`config.mk`:
```
export PLATFORM = sky130hd
export DESIGN_NAME = controle_cronometro_flat
export DESIGN_NICKNAME = d
export VERILOG_FILES = /design/src/rtl/controle_cronometro_pkg.sv /design/src/rtl/controle_cronometro_if.sv /design/src/rtl/controle_cronometro_detector_tecla.sv /design/src/rtl/controle_cronometro.sv /design/src/flat_wrapper.sv
export SDC_FILE = /design/constraint.sdc
export NUM_CORES = 1
export LEC_CHECK = 0
export CAP_MARGIN = 15
export CELL_PAD_IN_SITES_DETAIL_PLACEMENT = 2
export CELL_PAD_IN_SITES_GLOBAL_PLACEMENT = 2
export CORE_ASPECT_RATIO = 1.1
export CORE_MARGIN = 3
export CORE_UTILIZATION = 33
export CTS_CLUSTER_DIAMETER = 120
export DETAILED_ROUTE_END_ITERATION = 10
export PLACE_DENSITY_LB_ADDON = 0.1
export SYNTH_ARGS = -nofsm -noshare
export SYNTH_HDL_FRONTEND = slang
export SYNTH_HIERARCHICAL = 1
export SYNTH_SLANG_ARGS = --single-unit
```
`constraint.sdc`:
```
create_clock -name clk -period 3.9 [get_ports clk]
set_input_delay 0.585 -clock clk [delete_from_list [all_inputs] [get_ports clk]]
set_output_delay 0.585 -clock clk [all_outputs]
set_load 0.02 [all_outputs]
```
`src/rtl/controle_cronometro_pkg.sv`:
```
// Shared definitions for the stopwatch/timer keypad sequencer:
// key codes, mode encodings and the decimal accumulation step.
package controle_cronometro_pkg;

    localparam logic [3:0] TEC_MODO   = 4'hA;
    localparam logic [3:0] TEC_INICIA = 4'hB;
    localparam logic [3:0] TEC_ZERA   = 4'hC;
    localparam logic [3:0] TEC_CFG    = 4'hD;
    localparam logic [3:0] TEC_APAGA  = 4'hE;
    localparam logic [3:0] TEC_SALVA  = 4'hF;

    typedef enum logic [1:0] {
        CONFIG  = 2'd0,
        PRONTO  = 2'd1,
        RODANDO = 2'd2,
        PAUSADO = 2'd3
    } estado_t;

    // Appends one decimal digit: valor*10 + dig, done with shifts and adds.
    function automatic logic [15:0] acumula_digito(input logic [15:0] valor,
                                                   input logic [3:0]  dig);
        return (valor << 3) + (valor << 1) + {12'd0, dig};
    endfunction

endpackage

```
`src/rtl/controle_cronometro_if.sv`:
```
// Keypad inputs and counter control outputs of the sequencer.
// master = keypad/counter side, slave = the sequencer itself.
interface controle_cronometro_if;
    import controle_cronometro_pkg::*;

    logic        tecla_valida;
    logic [3:0]  tecla;
    logic        cfg;
    logic        sel;
    logic [15:0] tempo;
    logic        salve;
    logic        pause;
    logic        zera_tgl;
    estado_t     estado;

    modport master (
        output tecla_valida, tecla,
        input  cfg, sel, tempo, salve, pause, zera_tgl, estado
    );

    modport slave (
        input  tecla_valida, tecla,
        output cfg, sel, tempo, salve, pause, zera_tgl, estado
    );

endinterface

```
`src/rtl/controle_cronometro_detector_tecla.sv`:
```
// Rising-edge detector for the debounced key-held flag. A held key
// yields a single evento; the code is taken in that same cycle.
module detector_tecla
    import controle_cronometro_pkg::*;
(
    input  logic       clk,
    input  logic       reseta,
    input  logic       tecla_valida,
    input  logic [3:0] tecla,
    output logic       evento,
    output logic [3:0] codigo
);

    logic valida_ant;

    // Remember last cycle's key-held flag to find the press edge.
    always_ff @(posedge clk) begin
        if (reseta) begin
            valida_ant <= 1'b0;
        end else begin
            valida_ant <= tecla_valida;
        end
    end

    assign evento = tecla_valida & ~valida_ant;
    assign codigo = tecla;

endmodule

```
`src/rtl/controle_cronometro.sv`:
```
// Keypad-driven mode sequencer for the stopwatch/timer counter:
// turns key events into cfg/sel/tempo/salve/pause/zera_tgl and
// accumulates a typed decimal limit into a binary tempo value.
module controle_cronometro
    import controle_cronometro_pkg::*;
#(
    parameter int          MAX_DIG   = 4,
    parameter logic [15:0] TEMPO_INI = 16'd0
) (
    input  logic                 clk,
    input  logic                 reseta,
    controle_cronometro_if.slave bus
);

    localparam int NDIG_W = $clog2(MAX_DIG + 1);

    logic              evento;
    logic [3:0]        codigo;

    estado_t           estado_reg, estado_prox;
    logic              cfg_reg, cfg_prox;
    logic              sel_reg, sel_prox;
    logic [15:0]       tempo_reg, tempo_prox;
    logic              salve_reg, salve_prox;
    logic              pause_reg, pause_prox;
    logic              zera_reg, zera_prox;
    logic [NDIG_W-1:0] ndig_reg, ndig_prox;

    detector_tecla u_detector (
        .clk          (clk),
        .reseta       (reseta),
        .tecla_valida (bus.tecla_valida),
        .tecla        (bus.tecla),
        .evento       (evento),
        .codigo       (codigo)
    );

    // State and output registers; reset overrides any key event.
    always_ff @(posedge clk) begin
        if (reseta) begin
            estado_reg <= CONFIG;
            cfg_reg    <= 1'b1;
            sel_reg    <= 1'b0;
            tempo_reg  <= TEMPO_INI;
            salve_reg  <= 1'b0;
            pause_reg  <= 1'b1;
            zera_reg   <= 1'b0;
            ndig_reg   <= '0;
        end else begin
            estado_reg <= estado_prox;
            cfg_reg    <= cfg_prox;
            sel_reg    <= sel_prox;
            tempo_reg  <= tempo_prox;
            salve_reg  <= salve_prox;
            pause_reg  <= pause_prox;
            zera_reg   <= zera_prox;
            ndig_reg   <= ndig_prox;
        end
    end

    // Next-state and next-output decode for one key event.
    always_comb begin
        estado_prox = estado_reg;
        cfg_prox    = cfg_reg;
        sel_prox    = sel_reg;
        tempo_prox  = tempo_reg;
        salve_prox  = 1'b0;
        pause_prox  = pause_reg;
        zera_prox   = zera_reg;
        ndig_prox   = ndig_reg;

        if (evento) begin
            if (estado_reg == CONFIG) begin
                if (codigo <= 4'd9) begin
                    // Extra digits beyond MAX_DIG are dropped, bounding tempo to 9999.
                    if (ndig_reg < NDIG_W'(MAX_DIG)) begin
                        tempo_prox = acumula_digito(tempo_reg, codigo);
                        ndig_prox  = ndig_reg + NDIG_W'(1);
                    end
                end else begin
                    case (codigo)
                        TEC_APAGA: begin
                            tempo_prox = 16'd0;
                            ndig_prox  = '0;
                        end
                        TEC_MODO:  sel_prox = ~sel_reg;
                        TEC_SALVA: begin
                            cfg_prox    = 1'b0;
                            salve_prox  = 1'b1;
                            pause_prox  = 1'b1;
                            estado_prox = PRONTO;
                        end
                        default: ;
                    endcase
                end
            end else begin
                case (codigo)
                    TEC_INICIA: begin
                        if (estado_reg == RODANDO) begin
                            pause_prox  = 1'b1;
                            estado_prox = PAUSADO;
                        end else begin
                            pause_prox  = 1'b0;
                            estado_prox = RODANDO;
                        end
                    end
                    TEC_ZERA: begin
                        // A running count stops on zero; a paused one is already frozen.
                        zera_prox   = ~zera_reg;
                        pause_prox  = 1'b1;
                        estado_prox = PRONTO;
                    end
                    TEC_CFG: begin
                        cfg_prox    = 1'b1;
                        salve_prox  = 1'b1;
                        tempo_prox  = 16'd0;
                        ndig_prox   = '0;
                        pause_prox  = 1'b1;
                        estado_prox = CONFIG;
                    end
                    default: ;
                endcase
            end
        end
    end

    assign bus.cfg      = cfg_reg;
    assign bus.sel      = sel_reg;
    assign bus.tempo    = tempo_reg;
    assign bus.salve    = salve_reg;
    assign bus.pause    = pause_reg;
    assign bus.zera_tgl = zera_reg;
    assign bus.estado   = estado_reg;

endmodule

```
`src/flat_wrapper.sv`:
```
// flat-port wrapper written by rule: the top's interface ports become plain ports
module controle_cronometro_flat import controle_cronometro_pkg::*;
#(
    parameter int          MAX_DIG   = 4,
    parameter logic [15:0] TEMPO_INI = 16'd0
)
  (clk, reseta, bus_tecla_valida, bus_tecla, bus_cfg, bus_sel, bus_tempo, bus_salve, bus_pause, bus_zera_tgl, bus_estado);
  controle_cronometro_if bus_i ();
  input  logic clk;
  input  logic reseta;
  input wire logic [$bits(bus_i.tecla_valida)-1:0] bus_tecla_valida;
  input wire logic [$bits(bus_i.tecla)-1:0] bus_tecla;
  output wire logic [$bits(bus_i.cfg)-1:0] bus_cfg;
  output wire logic [$bits(bus_i.sel)-1:0] bus_sel;
  output wire logic [$bits(bus_i.tempo)-1:0] bus_tempo;
  output wire logic [$bits(bus_i.salve)-1:0] bus_salve;
  output wire logic [$bits(bus_i.pause)-1:0] bus_pause;
  output wire logic [$bits(bus_i.zera_tgl)-1:0] bus_zera_tgl;
  output wire logic [$bits(bus_i.estado)-1:0] bus_estado;
  assign bus_i.tecla_valida = bus_tecla_valida;
  assign bus_i.tecla = bus_tecla;
  assign bus_cfg = bus_i.cfg;
  assign bus_sel = bus_i.sel;
  assign bus_tempo = bus_i.tempo;
  assign bus_salve = bus_i.salve;
  assign bus_pause = bus_i.pause;
  assign bus_zera_tgl = bus_i.zera_tgl;
  assign bus_estado = bus_i.estado;
  controle_cronometro #(.MAX_DIG(MAX_DIG), .TEMPO_INI(TEMPO_INI)) u_core (.clk(clk), .reseta(reseta), .bus(bus_i));
endmodule
```
; Yosys cells after proc, flatten, opt, wreduce, memory -nomap -nowiden
; Index checks and enable logic that the tools add are counted.
[word_totals]
word_cells = 72
mem_count = 0
latchBits = 0
inputBits = 7
rom_bits = 0
output_inout_bits = 23
ramBits = 0
ff_bits = 27
[op_classes]
muxes = 28
reduce_logical = 12
bitwise = 7
eq_ne = 11
div = 0
n_lt_le_gt_ge = 2
n_addsub = 3
mul = 0
shift = 0
[op_table]
columns = op, count
row1 = $mux 16, 5
row2 = $eq 4x4->1 const B, 6
row3 = $reduce_and 4->1, 5
row4 = $add 16x16->16, 1
row5 = $add 16x4->16, 1
row6 = $mux 3, 5
row7 = $mux 1, 13
row8 = $mux 2, 3
row9 = $ne 3x3->1 const B, 2
row10 = $not 1->1, 6
row11 = $pmux 2 s3, 1
row12 = $le 4x4->1 const B, 1
row13 = $ne 2x2->1 const B, 2
row14 = $reduce_bool 4->1, 1
row15 = $reduce_or 2->1, 2
row16 = $add 3x1->3 const B, 1
row17 = $lt 3x3->1 const B, 1
row18 = $reduce_and 3->1, 1
row19 = $reduce_bool 3->1, 1
row20 = $eq 2x2->1 const B, 1
row21 = $logic_not 2->1, 1
row22 = $pmux 1 s2, 1
row23 = $reduce_bool 2->1, 1
row24 = $and 1x1->1, 1

; Longest topological paths before layout
[depth]
word_depth = 5
mapped_depth = 10
mapped_depth_nobuf = 9

; Hierarchy
; Netlist, hierarchy kept.
[by_module_without_submodules]
columns = mod, area_each_um2, seq_area_each_um2, cells_each, n_inst
row1 = controle_cronometro, 2019.4, 520.5, 241, 1
row2 = detector_tecla, 77.6, 20.0, 7, 1

; Worst setup path before layout
; OpenSTA, ideal clock, no wires.
[synth_timing]
path_type = in2reg
startpoint = in bus_tecla[3]
endpoint = reg u_core.tempo_reg[14] (netlist: u_core/bus.tempo[14])
slack_ns = 0.953
t_arrival_ns = 2.830
setup_time_ns = 0.117
n_path_buf = 1
required_ns = 3.783
cell_stages = 10
cell_sequence = buf_4 > inv_1 > fa_1 > inv_1 > fa_1 > a21oi_1 > o211ai_1 > a31o_2 > or3_1 > a32o_1
[synth_between]
elab_chain_len = 4
word_cells_on_any_way = 11
cone_classes = add/sub (1) / order compare (1) / eq/ne (4) / mux (3) / reduce/logical (2)
[synth_rtl]
columns = element, line_no
row1 = start: declaration, flat_wrapper.sv:12  ; input wire logic [$bits(bus_i.tecla)-1:0] bus_tecla;
row2 = $add 16x4->16, controle_cronometro_pkg.sv:22  ; return (valor << 3) + (valor << 1) + {12'd0, dig};
row3 = $mux 16, controle_cronometro.sv:76  ; if (ndig_reg < NDIG_W'(MAX_DIG)) begin
row4 = $mux 16, controle_cronometro.sv:74  ; if (codigo <= 4'd9) begin
row5 = $mux 16, controle_cronometro.sv:73  ; if (estado_reg == CONFIG) begin
row6 = end signal: assignment, controle_cronometro.sv:53  ; tempo_reg <= tempo_prox;
row7 = end: declaration, controle_cronometro.sv:23  ; logic [15:0] tempo_reg, tempo_prox;
; Parallel ways exist; a longest one is shown, timed or not. The select of a mux whose other input is x is not followed.
; A chain may end at the register's enable or synchronous reset.

; Worst setup path in the final report
; Ends and elaborated chain as after synthesis.

==> summary.md <==
| Metric | Value |
|---|---|
| Status | complete, no violations |
| Via count of the routed design | between 1500 and 2000 |
| Syn nets | around 280 |
| Max VDD drop | 0.000135 V |
| Post-DP HPWL | between 4 and 5 mm |
| Total track usage | 0.184 |
| Area delta synth->final | 18.9% |
| RSZ-0062 raised after global routing | false |
| Postcts setup bufs | 0 |
| Critical Path RT | a little over 4 ns |
| Final hold vios | 0 |
| Area occupied by registers | approximately 540 µm² |
| Leakage power | about 1.1 nW |
| Final min period | approximately 3.4 ns |
| Hold path depth | 1 |
| Kind of critical path | in -> reg |
| Worst skew pair latency | approximately 0.29 ns |
| Sequential fraction of the synthesis area | 0.258 |
| Final Max Slew Viols | 0 |
| Clock slew at reported path FFs | about 0.11 ns |
| Worst Hold End | u_core/bus.tempo[15] |
| Routability congestion estimate | 0.749 |
| Worst R2R Start | u_core/bus.tempo[0] |
| Die width | between 80 and 90 µm |
| Slowest stage delay, CP | around 0.62 ns |
| Area leader, netlist | dfxtp_1 |
| Synth area leaders | dfxtp_1 (26%), ha_1 (16%), a21oi_1 (4.3%) |
| Starting Density | 0.352 |
| R2R Path End | u_core/bus.tempo[14] |
| CTS root buffer | clkbuf_8 |
| Drt drc | 0 |
| Placed cell area | 2440 µm² |
| Share of Yosys cell area claimed by the top area cell type | 0.258 |
| Netlist cell types | 55 |
| FFs w/ async S/R, synth | 0 |
| CTS H-tree lvls | 1 |
| Worst relative slew slack | 0.648 |
| Pre-Repair DR Iteration Count | 4 |
| WL/cell | between 15 and 20 µm |
| Vias/cell | 5.58 |
| Final wirelength | 6.18 mm |
| Clk_skew | 0.00608 ns |
| Vias in the first global route | about 2100 |
| Final period utilization | 0.865 |
| Mapped Cells | roughly 250 |
| CP max stage cell | clkdlybuf4s50_1 |
| Core area | ~6000 µm² |
| Fmax | around 0.30 GHz |
| Arrival time at the worst endpoint | between 3 and 4 ns |
| Max-Cap Viols | 0 |
| Hold crit path type | reg -> reg |
| Sink Count | 27 |
| Top fanout value on the critical path | 7 |
| Yosys warns | 6 |
| Initial antenna violation count | 0 |
| Max reg flops | 16 |
| CTS tree | done |
| Fillers | a little under 700 |
| Layout cells sized above 1 | 0.0766 |
| Hold Buf Count CTS | 0 |
| Design area | 2490 µm² |
| #FFs+latches synth | 27 |
| # rows | 29 |
| Post-synth EDFFs | 0 |
| Gates resized, CTS repair | 0 |
| Main synth FF type | dfxtp_1 |
| DR iter-0 viols | 55 |
| Multi-input logic area | between 1000 and 1500 µm² |
| Layout Utilization | 0.419 |
| PortBufs | 29 |
| Crit start category | primary input |
| R2R Setup Slk | approximately 1.0 ns |
| Final ANT Viol Nets | 0 |
| Worst r2r path cells | 9 |
| Worst hold start | u_core/bus.tempo[15] |
| Netlist Area Pre-Place | 2100 µm² |
| Num CTS Buffers | 3 |
| CP Cell Sequence | clkdlybuf4s50_1 -> inv_1 -> fa_1 -> inv_1 -> fa_1 -> a21oi_1 -> o211ai_1 -> a31o_2 -> or3_1 -> a32o_1 |
| Setup TNS | 0 ns |
| Number of diodes | 0 |
| Worst slew pin tran | between 0.5 and 0.6 ns |
| First-pass GRT wire length | 10.5 mm |
| Die H | between 80 and 90 µm |
| CP Capture Type | register |
| Die area | between 7000 and 8000 µm² |
| Clock tree buffer depth | 2 |
| Largest net degree at the start of global routing | 19 |
| Final setup violation count | 0 |
| Final nets | 311 |
| I/O pins | 30 |
| Pwr dens | roughly 240 nW/µm² |
| Final global-route overflow total | 0 |
| Syn_area_per_cell | around 8.5 µm² |
cells in the final DEF, fill, tap and decap left out, types with 2 or more instances in the layout:
| cell | synthesis | routed |
|---|---|---|
| clkdlybuf4s50_1 | 0 | 29 |
| ha_1 | 27 | 27 |
| dfxtp_1 | 27 | 27 |
| nor2_1 | 23 | 23 |
| nand2_1 | 19 | 19 |
| a21oi_1 | 18 | 18 |
| inv_1 | 11 | 11 |
| o21ai_0 | 10 | 10 |
| xnor2_1 | 10 | 10 |
| nand3_1 | 8 | 8 |
| or3_1 | 7 | 7 |
| nor3_1 | 6 | 6 |
| a22oi_1 | 6 | 6 |
| buf_4 | 4 | 6 |
| a22o_1 | 4 | 4 |
| clkbuf_8 | 0 | 3 |
| nand2b_1 | 3 | 3 |
| o211ai_1 | 3 | 3 |
| o21bai_1 | 3 | 3 |
| a31oi_1 | 3 | 3 |
| a21o_1 | 3 | 3 |
| a32o_1 | 3 | 3 |
| nand3b_1 | 3 | 3 |
| o21a_1 | 2 | 2 |
| nand4_1 | 2 | 2 |
| and3_1 | 2 | 2 |
| and4_1 | 2 | 2 |
| o2111ai_1 | 2 | 2 |
| fa_1 | 2 | 2 |
| nor2b_4 | 2 | 2 |
critical path: cells and delay by family:
kind                       cells  cell delay [ns]
AOI/OAI and AO/OA              4             0.95
adders and majority gates      2             0.95
buffers and inverters          3             0.78
and+or+nand+nor                1             0.30
synth_stat cells (2+ instances only):
| library cell | number |
|---|---|
| and4_1 | 2 |
| ha_1 | 27 |
| inv_1 | 11 |
| a21oi_1 | 18 |
| xnor2_1 | 10 |
| clkbuf_1 | 2 |
| and3_1 | 2 |
| a31oi_1 | 3 |
| buf_2 | 5 |
| nand3_1 | 8 |
| o21a_1 | 2 |
| nor2b_4 | 2 |
| a22o_1 | 4 |
| a21o_1 | 3 |
| o21ai_0 | 10 |
| nand2b_1 | 3 |
| buf_4 | 4 |
| o21bai_1 | 3 |
| or3_1 | 7 |
| nor3_1 | 6 |
| a32o_1 | 3 |
| dfxtp_1 | 27 |
| a22oi_1 | 6 |
| nor2_1 | 23 |
| nand2_1 | 19 |
| buf_6 | 2 |
| nand3b_1 | 3 |
| fa_1 | 2 |
| o2111ai_1 | 2 |
| nand4_1 | 2 |
| o211ai_1 | 3 |
report_power, final:
group / total (mW) / internal [mW] / leakage, nW / switching, mW
logic: 0.129 / 0.0525 / 0.817 / 0.0764
registers: 0.291 / 0.283 / 0.219 / 0.00808
clock network: 0.179 / 0.0729 / 0.0217 / 0.107
total: 0.600 / 0.409 / 1.06 / 0.191
cells by family (layout without fill, tap and decap cells):
| family | Yosys count | count (layout) | share of synthesized area |
|---|---|---|---|
| adder cells (fa/ha/maj) | 29 | 29 | 0.180 |
| flip-flops | 27 | 27 | 0.258 |
| buffers and inverters | 24 | 50 | 0.0603 |
| multiplexers | 2 | 2 | 0.0101 |
| AO/OA/AOI/OAI | 68 | 68 | 0.224 |
| AND/OR/NAND/NOR | 87 | 87 | 0.221 |
| XOR/XNOR | 11 | 11 | 0.0459 |
cell type report:
cell class / instances / area share
multi-input combinational: 197 / 0.574
clock buffer: 3 / 0.0166
tap: 77 / 0.0387
inverter: 11 / 0.0166
sequential: 27 / 0.217
clock inverter: 1 / 0.00301
timing repair buffer: 35 / 0.135
through the flow:
step	setup WS (ns)	power, mW	hold slack, ns	cells
after detailed placement	0.246	0.427	0.474	347
after global routing	0.359	0.638	0.541	351
after global placement	0.328	0.424	0.455	347
final	0.528	0.600	0.494	351
after floorplan	0.953	0.384	0.481	248
after CTS	0.549	0.609	0.501	351
routing by layer:
| metal | share of wire | up-vias | track usage |
|---|---|---|---|
| li1 | - | 957 | - |
| met1 | 0.49 | 966 | 0.251 |
| met5 | 0 | - | 0 |
| met3 | 0.022 | 6 | 0.0180 |
| met2 | 0.48 | 31 | 0.307 |
| met4 | 0.011 | 0 | 0.0529 |
worst max-delay path by stage:
stage	from	end	slack (ns)	depth (start not counted)
after floorplan	bus_tecla[3]	u_core/bus.tempo[14]	0.95	10
after global placement	bus_tecla[3]	u_core/bus.tempo[14]	0.33	10
after detailed placement	bus_tecla[3]	u_core/bus.tempo[14]	0.25	10
after CTS	bus_tecla[3]	u_core/bus.tempo[14]	0.55	10
after global routing	bus_tecla[3]	u_core/bus.tempo[14]	0.36	10
final	bus_tecla[3]	u_core/bus.tempo[14]	0.53	10
No activity file was read; power rests on OpenSTA's default activity.
